==> src/rtl/tl_ul_pkg.sv <==
// rtl/tl_ul_pkg.sv - shared TL-UL opcodes, arbiter state and beat-count helper
package tl_ul_pkg;

  // Channel A opcodes
  localparam logic [2:0] OP_PUT_FULL    = 3'd0;
  localparam logic [2:0] OP_PUT_PARTIAL = 3'd1;
  localparam logic [2:0] OP_GET         = 3'd4;

  // Channel D opcodes
  localparam logic [2:0] OP_ACCESS_ACK      = 3'd0;
  localparam logic [2:0] OP_ACCESS_ACK_DATA = 3'd1;

  // Beat counters hold beats-1; the largest legal burst (size 6) is 16 beats
  localparam int BEAT_W = 4;

  typedef enum logic {
    ST_IDLE   = 1'b0,
    ST_LOCKED = 1'b1
  } arb_state_e;

  // Beats carried by a request of the given size on a 4-byte bus.
  // Illegal sizes (above 6) are treated as one beat so they never lock the channel.
  function automatic logic [4:0] beats_from_size(input logic [3:0] size);
    if (size <= 4'd2 || size > 4'd6) begin
      return 5'd1;
    end
    return 5'd1 << (size - 4'd2);
  endfunction

  function automatic logic is_put(input logic [2:0] opcode);
    return (opcode == OP_PUT_FULL) || (opcode == OP_PUT_PARTIAL);
  endfunction

endpackage

==> src/rtl/tl_ul_rr_arb2.sv <==
// rtl/tl_ul_rr_arb2.sv - two-way round-robin pointer and grant selection
module tl_ul_rr_arb2 (
  input  logic       clock,
  input  logic       reset_n,
  input  logic [1:0] req,
  input  logic       update,
  input  logic       upd_idx,
  output logic       grant_any,
  output logic       grant_idx
);

  logic last_grant;

  // Pointer moves to the master whose request just completed its last A beat
  always_ff @(posedge clock or negedge reset_n) begin
    if (!reset_n) begin
      last_grant <= 1'b1;
    end else if (update) begin
      last_grant <= upd_idx;
    end
  end

  // Single requester wins outright; on contention the master not served last wins
  always_comb begin
    grant_any = |req;
    grant_idx = 1'b0;
    if (req == 2'b11) begin
      grant_idx = ~last_grant;
    end else if (req[1]) begin
      grant_idx = 1'b1;
    end
  end

endmodule

==> src/rtl/tl_ul_arb2.sv <==
// rtl/tl_ul_arb2.sv - two-master TL-UL arbiter with burst lock and outstanding tracking
module tl_ul_arb2
  import tl_ul_pkg::*;
#(
  parameter int ADDR_W  = 32,
  parameter int DATA_W  = 32,
  parameter int SRC_W   = 1,
  parameter int MAX_OUT = 2
) (
  input  logic              clock,
  input  logic              reset_n,

  input  logic              m0_a_valid,
  input  logic [2:0]        m0_a_opcode,
  input  logic [2:0]        m0_a_param,
  input  logic [3:0]        m0_a_size,
  input  logic [SRC_W-1:0]  m0_a_source,
  input  logic [ADDR_W-1:0] m0_a_address,
  input  logic [3:0]        m0_a_mask,
  input  logic [DATA_W-1:0] m0_a_data,
  output logic              m0_a_ready,

  input  logic              m1_a_valid,
  input  logic [2:0]        m1_a_opcode,
  input  logic [2:0]        m1_a_param,
  input  logic [3:0]        m1_a_size,
  input  logic [SRC_W-1:0]  m1_a_source,
  input  logic [ADDR_W-1:0] m1_a_address,
  input  logic [3:0]        m1_a_mask,
  input  logic [DATA_W-1:0] m1_a_data,
  output logic              m1_a_ready,

  output logic              s_a_valid,
  output logic [2:0]        s_a_opcode,
  output logic [2:0]        s_a_param,
  output logic [3:0]        s_a_size,
  output logic [SRC_W:0]    s_a_source,
  output logic [ADDR_W-1:0] s_a_address,
  output logic [3:0]        s_a_mask,
  output logic [DATA_W-1:0] s_a_data,
  input  logic              s_a_ready,

  input  logic              s_d_valid,
  input  logic [2:0]        s_d_opcode,
  input  logic [1:0]        s_d_param,
  input  logic [3:0]        s_d_size,
  input  logic [SRC_W:0]    s_d_source,
  input  logic              s_d_denied,
  input  logic [DATA_W-1:0] s_d_data,
  output logic              s_d_ready,

  output logic              m0_d_valid,
  output logic [2:0]        m0_d_opcode,
  output logic [1:0]        m0_d_param,
  output logic [3:0]        m0_d_size,
  output logic [SRC_W-1:0]  m0_d_source,
  output logic              m0_d_denied,
  output logic [DATA_W-1:0] m0_d_data,
  input  logic              m0_d_ready,

  output logic              m1_d_valid,
  output logic [2:0]        m1_d_opcode,
  output logic [1:0]        m1_d_param,
  output logic [3:0]        m1_d_size,
  output logic [SRC_W-1:0]  m1_d_source,
  output logic              m1_d_denied,
  output logic [DATA_W-1:0] m1_d_data,
  input  logic              m1_d_ready,

  output logic              err_unexpected_d
);

  localparam int OUT_W = $clog2(MAX_OUT + 1);
  localparam logic [OUT_W-1:0] MAX_OUT_C = OUT_W'(MAX_OUT);

  arb_state_e            state;
  logic [BEAT_W-1:0]     a_beat_cnt;
  logic [BEAT_W-1:0]     d_beat_cnt;
  logic                  lock_idx;
  logic [1:0][OUT_W-1:0] outstanding;

  logic [1:0] eligible;
  logic [1:0] arb_req;
  logic       arb_any;
  logic       arb_idx;
  logic       grant_any;
  logic       grant_idx;

  logic       a_hs;
  logic [4:0] a_beats;
  logic       a_multi;
  logic       a_first;
  logic       a_last;

  logic       d_idx;
  logic       d_hs;
  logic [4:0] d_beats;
  logic       d_last;

  logic [1:0] out_inc;
  logic [1:0] out_dec;
  logic [1:0] out_nz;

  // A master may compete only while it has room for another outstanding request
  always_comb begin
    eligible[0] = m0_a_valid && (outstanding[0] < MAX_OUT_C);
    eligible[1] = m1_a_valid && (outstanding[1] < MAX_OUT_C);
    arb_req     = (state == ST_IDLE) ? eligible : 2'b00;
  end

  tl_ul_rr_arb2 u_rr (
    .clock     (clock),
    .reset_n   (reset_n),
    .req       (arb_req),
    .update    (a_last),
    .upd_idx   (grant_idx),
    .grant_any (arb_any),
    .grant_idx (arb_idx)
  );

  // During a burst the grant is pinned to the burst owner regardless of eligibility
  always_comb begin
    grant_any = (state == ST_LOCKED) || arb_any;
    grant_idx = (state == ST_LOCKED) ? lock_idx : arb_idx;
  end

  // Zero-latency A mux; everything handshake-related is forced low in reset
  always_comb begin
    s_a_opcode  = grant_idx ? m1_a_opcode  : m0_a_opcode;
    s_a_param   = grant_idx ? m1_a_param   : m0_a_param;
    s_a_size    = grant_idx ? m1_a_size    : m0_a_size;
    s_a_source  = {grant_idx, (grant_idx ? m1_a_source : m0_a_source)};
    s_a_address = grant_idx ? m1_a_address : m0_a_address;
    s_a_mask    = grant_idx ? m1_a_mask    : m0_a_mask;
    s_a_data    = grant_idx ? m1_a_data    : m0_a_data;
    s_a_valid   = reset_n && grant_any && (grant_idx ? m1_a_valid : m0_a_valid);
    m0_a_ready  = reset_n && grant_any && !grant_idx && s_a_ready;
    m1_a_ready  = reset_n && grant_any &&  grant_idx && s_a_ready;
  end

  // Classify the current A beat: first beat, multi-beat Put, last beat
  always_comb begin
    a_hs    = s_a_valid && s_a_ready;
    a_beats = beats_from_size(s_a_size);
    a_multi = is_put(s_a_opcode) && (a_beats > 5'd1);
    a_first = a_hs && (state == ST_IDLE);
    a_last  = a_hs && (((state == ST_IDLE) && !a_multi) ||
                       ((state == ST_LOCKED) && (a_beat_cnt == BEAT_W'(1))));
  end

  // Burst lock FSM: a multi-beat Put holds the channel until its last beat
  always_ff @(posedge clock or negedge reset_n) begin
    if (!reset_n) begin
      state      <= ST_IDLE;
      a_beat_cnt <= '0;
      lock_idx   <= 1'b0;
    end else begin
      case (state)
        ST_IDLE: begin
          if (a_first && a_multi) begin
            state      <= ST_LOCKED;
            a_beat_cnt <= BEAT_W'(a_beats - 5'd1);
            lock_idx   <= grant_idx;
          end
        end
        ST_LOCKED: begin
          if (a_hs) begin
            a_beat_cnt <= a_beat_cnt - BEAT_W'(1);
            if (a_beat_cnt == BEAT_W'(1)) begin
              state <= ST_IDLE;
            end
          end
        end
        default: state <= ST_IDLE;
      endcase
    end
  end

  // D routing by the top source bit; payload is broadcast, only valid is steered
  always_comb begin
    d_idx       = s_d_source[SRC_W];
    m0_d_valid  = reset_n && s_d_valid && !d_idx;
    m1_d_valid  = reset_n && s_d_valid &&  d_idx;
    s_d_ready   = reset_n && (d_idx ? m1_d_ready : m0_d_ready);
    m0_d_opcode = s_d_opcode;
    m0_d_param  = s_d_param;
    m0_d_size   = s_d_size;
    m0_d_source = s_d_source[SRC_W-1:0];
    m0_d_denied = s_d_denied;
    m0_d_data   = s_d_data;
    m1_d_opcode = s_d_opcode;
    m1_d_param  = s_d_param;
    m1_d_size   = s_d_size;
    m1_d_source = s_d_source[SRC_W-1:0];
    m1_d_denied = s_d_denied;
    m1_d_data   = s_d_data;
  end

  // Only AccessAckData spans several beats; AccessAck is always one
  always_comb begin
    d_hs    = s_d_valid && s_d_ready;
    d_beats = (s_d_opcode == OP_ACCESS_ACK_DATA) ? beats_from_size(s_d_size) : 5'd1;
    if (d_beat_cnt == '0) begin
      d_last = d_hs && (d_beats == 5'd1);
    end else begin
      d_last = d_hs && (d_beat_cnt == BEAT_W'(1));
    end
  end

  // D beat counter: loaded on the first beat of a response, counts down to its last
  always_ff @(posedge clock or negedge reset_n) begin
    if (!reset_n) begin
      d_beat_cnt <= '0;
    end else if (d_hs) begin
      if (d_beat_cnt == '0) begin
        d_beat_cnt <= BEAT_W'(d_beats - 5'd1);
      end else begin
        d_beat_cnt <= d_beat_cnt - BEAT_W'(1);
      end
    end
  end

  // Per-master increment on request accept, decrement on response completion
  always_comb begin
    out_inc   = {a_first &&  grant_idx, a_first && !grant_idx};
    out_dec   = {d_last  &&  d_idx,     d_last  && !d_idx};
    out_nz[0] = (outstanding[0] != '0);
    out_nz[1] = (outstanding[1] != '0);
  end

  // Outstanding counters never underflow; a response with nothing pending raises the sticky flag
  always_ff @(posedge clock or negedge reset_n) begin
    if (!reset_n) begin
      outstanding      <= '0;
      err_unexpected_d <= 1'b0;
    end else begin
      for (int i = 0; i < 2; i++) begin
        if (out_inc[i] && !out_dec[i]) begin
          outstanding[i] <= outstanding[i] + OUT_W'(1);
        end else if (out_dec[i] && !out_inc[i] && out_nz[i]) begin
          outstanding[i] <= outstanding[i] - OUT_W'(1);
        end
      end
      if (|(out_dec & ~out_nz)) begin
        err_unexpected_d <= 1'b1;
      end
    end
  end

endmodule

==> config.mk <==
export PLATFORM = sky130hd
export DESIGN_NAME = tl_ul_arb2
export DESIGN_NICKNAME = d
export VERILOG_FILES = /design/src/rtl/tl_ul_pkg.sv /design/src/rtl/tl_ul_rr_arb2.sv /design/src/rtl/tl_ul_arb2.sv
export SDC_FILE = /design/constraint.sdc
export NUM_CORES = 1
export LEC_CHECK = 0
export BUFFER_PORTS_ARGS = -buffer_cell sky130_fd_sc_hd__clkbuf_2
export CORE_AREA = 2 2 148 150
export DETAILED_ROUTE_END_ITERATION = 6
export DIE_AREA = 0 0 150 152
export PLACE_DENSITY = 0.47
export SLEW_MARGIN = 30
export SYNTH_ARGS = -nofsm -noshare
export SYNTH_HDL_FRONTEND = slang
export SYNTH_HIERARCHICAL = 1
export SYNTH_SLANG_ARGS = --single-unit
==> constraint.sdc <==
create_clock -name clock -period 3.6 [get_ports clock]
set_input_delay 0 -clock clock [delete_from_list [all_inputs] [get_ports clock]]
set_output_delay 0 -clock clock [all_outputs]
set_load 0.05 [all_outputs]
### Word-level counts from Yosys, hierarchy flattened

Cells that the tools add are included.

* add/subtract/negate cells: 10
* $lt $le $gt $ge: 7
* equality and inequality tests: 8
* shift-type cells: 2
* mux-type cells: 33
* bitwise logic cells: 4
* reductions and logical operators: 54

Operators by type and width (number)
* $mux W32: 2
* $logic_and A1 B1 Y1: 32
* $mux W5: 5
* $mux W4: 5
* $sub A4 B1 Y4 const B: 4
* $mux W1: 12
* $mux W2: 5
* $shl A1 B4 Y5 const A: 2
* $eq A4 B1 Y1 const B: 2
* $gt A4 B3 Y1 const B: 2
* $le A4 B2 Y1 const B: 2
* $pmux W4 S2: 1
* $reduce_bool A2 Y1: 4
* $sub A4 B2 Y4 const B: 2
* $logic_not A1 Y1: 7
* $eq A3 B1 Y1 const B: 2
* $mux W3: 2
* $eq A5 B1 Y1 const B: 1
* $gt A5 B1 Y1 const B: 1
* $logic_or A1 B1 Y1: 5
* $add A2 B1 Y2 const B: 2
* $logic_not A4 Y1: 1
* $lt A2 B2 Y1 const B: 2
* $ne A2 B1 Y1 const B: 2
* 9 further kinds: 13

* register bits: 16
* bits of input ports: 210
* output and inout bits: 173
* logic and storage cells: 126

### Logic depth before layout (Yosys ltp)

* depth after elaboration: 17
* mapped depth: 15
* gate-level depth less buffers: 11

### By module

The synthesis kept the hierarchy.

Modules (own cells, without submodules)
* tl_ul_arb2: times used 1, cells each 524, area each 3120.5 sq um, seq. area each 375.4 sq um
* tl_ul_rr_arb2: times used 1, cells each 4, area each 55.1 sq um, seq. area each 26.3 sq um

### Worst setup path before layout

OpenSTA, ideal clock, no wires.

* kind: register to register
* start: reg state
* end: reg u_rr.last_grant
* library setup time: 0.082 ns
* data arrival time: 3.260 ns
* data required time: 3.518 ns
* slack: 0.258 ns
* cell stages (with the launch flop): 16
* buffers on the path: 4
* period minus slack after synthesis: 3.342 ns
* path through: dfrtp_1 buf_6 clkbuf_1 nor3b_1 a21boi_0 mux2i_4 inv_2 buf_6 clkbuf_1 nand2_1 nand4_1 ha_1 a32o_2 nor2_1 a211oi_1 mux2_4

* longest elaborated chain between the ends: 15
* elaborated cells on any way between the ends: 31
* classes of those cells: 1 x add/sub; 3 x order compare; 2 x eq/ne; 1 x shift; 9 x mux; 1 x bitwise; 14 x reduce/logical

Ends and longest elaborated chain
* start: declaration: RTL line tl_ul_arb2.sv:76 `arb_state_e state;`
* start signal: assignment: RTL line tl_ul_arb2.sv:154 `state <= ST_IDLE;`
* start signal: assignment: RTL line tl_ul_arb2.sv:161 `state <= ST_LOCKED;`
* start signal: assignment: RTL line tl_ul_arb2.sv:170 `state <= ST_IDLE;`
* $mux W2 (*): RTL line tl_ul_arb2.sv:108 `arb_req = (state == ST_IDLE) ? eligible : 2'b00;`
* via arb_req[1]: RTL line tl_ul_arb2.sv:83 `logic [1:0] arb_req;`
* $eq A2 B2 Y1 or $mux W1 (tied branches): RTL line tl_ul_rr_arb2.sv:27, tl_ul_rr_arb2.sv:29
* $mux W1 (*): RTL line tl_ul_rr_arb2.sv:27 `if (req == 2'b11) begin`
* via arb_idx: RTL line tl_ul_arb2.sv:85 `logic arb_idx;`
* $mux W1 (*): RTL line tl_ul_arb2.sv:124 `grant_idx = (state == ST_LOCKED) ? lock_idx : arb_idx;`
* $mux W4: RTL line tl_ul_arb2.sv:131 `s_a_size = grant_idx ? m1_a_size : m0_a_size;`
* $le A4 B2 Y1 or $gt A4 B3 Y1 (tied branches): RTL line tl_ul_pkg.sv:24 `if (size <= 4'd2 || size > 4'd6) begin`
* [... 2 more ...]
* $mux W5: RTL line tl_ul_pkg.sv:27 `return 5'd1 << (size - 4'd2);`
* $gt A5 B1 Y1: RTL line tl_ul_arb2.sv:145 `a_multi = is_put(s_a_opcode) && (a_beats > 5'd1);`
* $logic_and A1 B1 Y1: RTL line tl_ul_arb2.sv:145
* $logic_not A1 Y1: RTL line tl_ul_arb2.sv:147 `a_last = a_hs && (((state == ST_IDLE) && !a_multi) ||`
* $logic_and A1 B1 Y1: RTL line tl_ul_arb2.sv:147
* $logic_or A1 B1 Y1: RTL line tl_ul_arb2.sv:147
* $logic_and A1 B1 Y1 (*): RTL line tl_ul_arb2.sv:147
* via a_last: RTL line tl_ul_arb2.sv:93 `logic a_last;`
* end signal: assignment: RTL line tl_ul_rr_arb2.sv:19 `last_grant <= upd_idx;`
* end: declaration: RTL line tl_ul_rr_arb2.sv:12 `logic last_grant;`

The timed path passes the listed nets; every way through them passes the cells marked *.
A chain may end at the register's enable or synchronous reset.

### Worst setup path in the final report

* start: reg state
* end: reg lock_idx

* longest elaborated chain between the ends: 13
* elaborated cells on any way between the ends: 29
* classes of those cells: 1 x add/sub; 3 x order compare; 2 x eq/ne; 1 x shift; 9 x mux; 1 x bitwise; 12 x reduce/logical

Ends and longest elaborated chain
* $mux W2 (*): RTL line tl_ul_arb2.sv:108
* via arb_req[1]: RTL line tl_ul_arb2.sv:83
* $eq A2 B2 Y1 or $mux W1 (tied branches): RTL line tl_ul_rr_arb2.sv:27, tl_ul_rr_arb2.sv:29
* $mux W1 (*): RTL line tl_ul_rr_arb2.sv:27
* via arb_idx: RTL line tl_ul_arb2.sv:85
* $mux W1 (*): RTL line tl_ul_arb2.sv:124
* $mux W4: RTL line tl_ul_arb2.sv:131
* $le A4 B2 Y1 or $gt A4 B3 Y1 (tied branches): RTL line tl_ul_pkg.sv:24
* $logic_or A1 B1 Y1: RTL line tl_ul_pkg.sv:24
* $mux W1: RTL line tl_ul_pkg.sv:24
* $mux W5: RTL line tl_ul_pkg.sv:27
* $gt A5 B1 Y1: RTL line tl_ul_arb2.sv:145
* $logic_and A1 B1 Y1: RTL line tl_ul_arb2.sv:145
* $logic_and A1 B1 Y1: RTL line tl_ul_arb2.sv:160 `if (a_first && a_multi) begin`
* $reduce_and A2 Y1 (no source line)
* end signal: assignment: RTL line tl_ul_arb2.sv:163 `lock_idx <= grant_idx;`
* end: declaration: RTL line tl_ul_arb2.sv:79 `logic lock_idx;`

Marks and branches as above.

==> metrics.md <==
| Metric | Value |
|---|---|
| Status | `finished clean` |
| Hold crit path type | `input pin to output port` |
| Vias in the first global route | `between 3,000 and 4,000` |
| Register bit total from synthesis | `16` |
| Crit. End Element | `flip-flop` |
| Clk slew on worst S/H paths | `roughly 0.050 ns` |
| Routed vias | `roughly 3,800` |
| Antenna Cells | `0` |
| Critical-path cell list | `nor3b_1, a21boi_0, mux2i_4, inv_2, mux2i_1, o211ai_1, ha_1, a32o_2, nor3_1, mux2_2` |
| Fin crit period | `3.05 ns` |
| Total grt overflow | `0` |
| Cells after synthesis | `528` |
| RSZ-0062 raised after global routing | `false` |
| Core area | `around 0.021 sq mm` |
| Critical Path Fanout Max | `9` |
| Slew HR | `about 50%` |
| GP Congestion | `~0.84` |
| Pleak | `2.60 nW` |
| Slew @ Worst Pin | `~0.74 ns` |
| Int Power | `between 0.0015 and 0.002 W` |
| DP Wirelength | `~13,000 microns` |
| DR DRC count | `0` |
| WL/cell | `around 15 microns` |
| Avg Vias per Cell | `between 3 and 4` |
| Fill count | `about 2,500` |
| FFs w/ async S/R, synth | `100%` |
| DRT Pass-1 Iters | `4` |
| Mean Syn Cell Area | `6.01 sq um` |
| Hold path cells | `0` |
| Global-route wire length before repair | `21,600 microns` |
| Final slew viol count | `0` |
| Fmax | `between 300 and 400 MHz` |
| PortBufs | `274` |
| P_sw | `0.00296 W` |
| Htree depth | `1` |
| Post-synth EDFFs | `0` |
| Area Overhead vs Synth | `44.6%` |
| # rows | `54` |
| Final TNS setup | `0 ns` |
| Fin area | `roughly 0.0046 sq mm` |
| Die width | `150 microns` |
| Initial antenna violation count | `0` |
| Fin nets | `between 900 and 1,000` |
| Cell area after synthesis | `approximately 0.0032 sq mm` |
| Final setup fails | `0` |
| Sequential share of power | `under 10%` |
| Antenna-violating nets left | `0` |
| Post-CTS sizing | `0` |
| I/O Pins | `383` |
| Initial drt markers | `~180` |
| Layout Skew | `approximately 0.0014 ns` |
| Worst path max stage delay | `~0.45 ns` |
| CTS tree | `built` |
| DRT Wirelength | `around 15,000 microns` |
| YS warnings | `6` |
| Post-synth cell types | `53` |
| Post-Place Cell Area | `0.00450 sq mm` |
| Clk buf depth | `2` |
| Full die area | `approximately 0.023 sq mm` |
| CTS Buf Count | `3` |
| Later-pin clock latency in the skew report | `about 0.24 ns` |
| Final Hold Viols | `0` |
| Arrival @ worst endpoint | `around 3.2 ns` |
| Period utilisation layout | `between 80 and 90%` |
| Clock group share of total power | `between 4 and 5%` |
| Crit path kind | `flip-flop to flip-flop` |
| Peak VDD IR | `roughly 520 uV` |
| Most common cell after layout, fill and taps aside | `clkbuf_2` |
| Data required time of the worst path | `3.72 ns` |
| Type of origin of the critical path | `flip-flop` |
| Cell Pwr Density | `slightly below 1000 mW/mm^2` |
| Synth Flop Type | `dfrtp_1` |
| Initial Util | `14.9%` |
| Combinational power share | `a little under 90%` |
| Clock sink total | `16` |
| Largest net degree at the start of global routing | `between 70 and 80` |
| Sequential fraction of the synthesis area | `between 10% and 20%` |
| Clk Tree Root Cell | `clkbuf_16` |
| Slowest library cell on the worst path | `dfrtp_1` |
| Chip Height | `~150 microns` |
| Synthesized net count | `around 750` |
| Commonest non-fill, non-tap cells in the layout | `clkbuf_2 (254), nand2_1 (246), buf_12 (20)` |
| Worst r2r path cells | `10` |
| Share of cells above drive strength 1 | `about two fifths` |
| GRT Overall Usage | `12.4%` |
| Switching Fraction | `around 66%` |
| Max-cap viol count | `0` |
per-layer routing:
layer  GRT usage, %  up-vias  wire [microns]
li1               -     1975               -
met1           13.8     1619            5490
met2           22.9      191            7700
met3           3.99       12            1430
met4           2.20        0             246
met5              0        -               0
critical path, delay by kind of cell (launching register included):
| kind | cells | cell delay, ns |
|---|---|---|
| buffers and inverters | 1 | 0.09 |
| AND/OR/NAND/NOR | 2 | 0.41 |
| flip-flops | 1 | 0.45 |
| adder cells (fa/ha/maj) | 1 | 0.22 |
| multiplexers | 3 | 0.80 |
| AO/OA/AOI/OAI | 3 | 0.94 |
worst paths after layout:
kind                                               from                      endpoint  slack, ns
min                                        s_d_data[21]                 m0_d_data[21]    0.00004
min in group asynchronous                       reset_n    outstanding[2]$_DFFE_PN0P_       0.19
min reg2reg                err_unexpected_d$_DFFE_PN0P_  err_unexpected_d$_DFFE_PN0P_       0.48
max reg2reg                             state$_DFF_PN0_          lock_idx$_DFFE_PN0P_       0.55
max in group asynchronous                       reset_n    outstanding[1]$_DFFE_PN0P_       2.96
max                                     state$_DFF_PN0_          lock_idx$_DFFE_PN0P_       0.55
synthesized netlist by cell type, types with 2 or more instances:
library cell    n  area, sq um
a21oi_1         7         35.0
a221oi_1        3         26.3
a31oi_1         3         18.8
and4_1          3         26.3
buf_4          87          653
buf_6           2         22.5
clkbuf_1       19         71.3
dfrtp_1        15          375
ha_1           11          138
inv_1          11         41.3
mux2i_1         5         50.1
nand2_1       246          923
nand2b_1        3         18.8
nand3_1         5         25.0
nand3b_1        3         22.5
nand4_1         2         12.5
nand4b_1        2         17.5
nor2_1         18         67.6
nor2b_1         6         37.5
nor3_1          9         45.0
nor3b_1         5         37.5
nor4_1          2         12.5
nor4b_1         5         43.8
o211ai_1        8         60.1
o21a_1          2         15.0
o21ai_0        10         50.1
o31ai_1         2         15.0
or2_2           3         18.8
or3_1           3         18.8
or4b_1          2         20.0
xnor2_1         3         26.3
xor2_1          2         17.5
power groups by stage:
stage               Sequential [W]  Combinational (W)  Clock (W)
floorplan                 0.000333            0.00294          0
global placement          0.000344            0.00398          0
detailed placement        0.000343            0.00397          0
CTS                       0.000341            0.00399   0.000225
global route              0.000359            0.00422   0.000235
finish                    0.000343            0.00394   0.000217
area by class of cell:
type	instances	area [sq um]	share of cell area [%]
clock buffers	4	78.8	1.72
inverters	12	45.0	0.981
multi-input cells	390	1970	43.0
flip-flops and latches	16	402	8.75
well taps	280	350	7.63
repair buffers	283	1740	37.9
kinds of logic (layout without fill, tap and decap cells):
group | after synthesis | in the layout | synth area share (%)
buffers and inverters | 122 | 299 | 25.2
and+or+nand+nor | 322 | 322 | 43.8
xor gates and xnor gates | 5 | 5 | 1.38
AOI/OAI and AO/OA | 43 | 43 | 9.14
muxes | 9 | 9 | 3.47
adders and majority gates | 11 | 11 | 4.33
DFF | 16 | 16 | 12.6
stage by stage:
stage          hold slack, ns  power [W]  std cells  setup WS (ns)  util, %
6_report            0.0000377    0.00450        985          0.550     21.5
5_1_grt              0.000183    0.00481        985          0.260     21.5
4_1_cts              0.000526    0.00456        985          0.567     21.5
3_5_place_dp          -0.0953    0.00432        980          0.604     21.1
3_3_place_gp          -0.0922    0.00433        980          0.660     21.1
2_1_floorplan          -0.296    0.00327        528          0.258        -
sequential cells by signal, indices dropped and copies added, names as in the netlist:
| signal | cells |
|---|---|
| d_beat_cnt | 4 |
| state | 1 |
| lock_idx | 1 |
| a_beat_cnt | 4 |
| outstanding | 4 |
| u_rr/last_grant | 1 |
| err_unexpected_d | 1 |
repair_timing:
action | 4_1_cts | 5_1_grt
hold buffers | 1 | 0
endpoints found under the setup margin | 0 | 0
buffers inserted | 0 | 0
endpoints found under the hold margin | 16 | 0
Note: power is estimated with default switching activity, not from simulation.
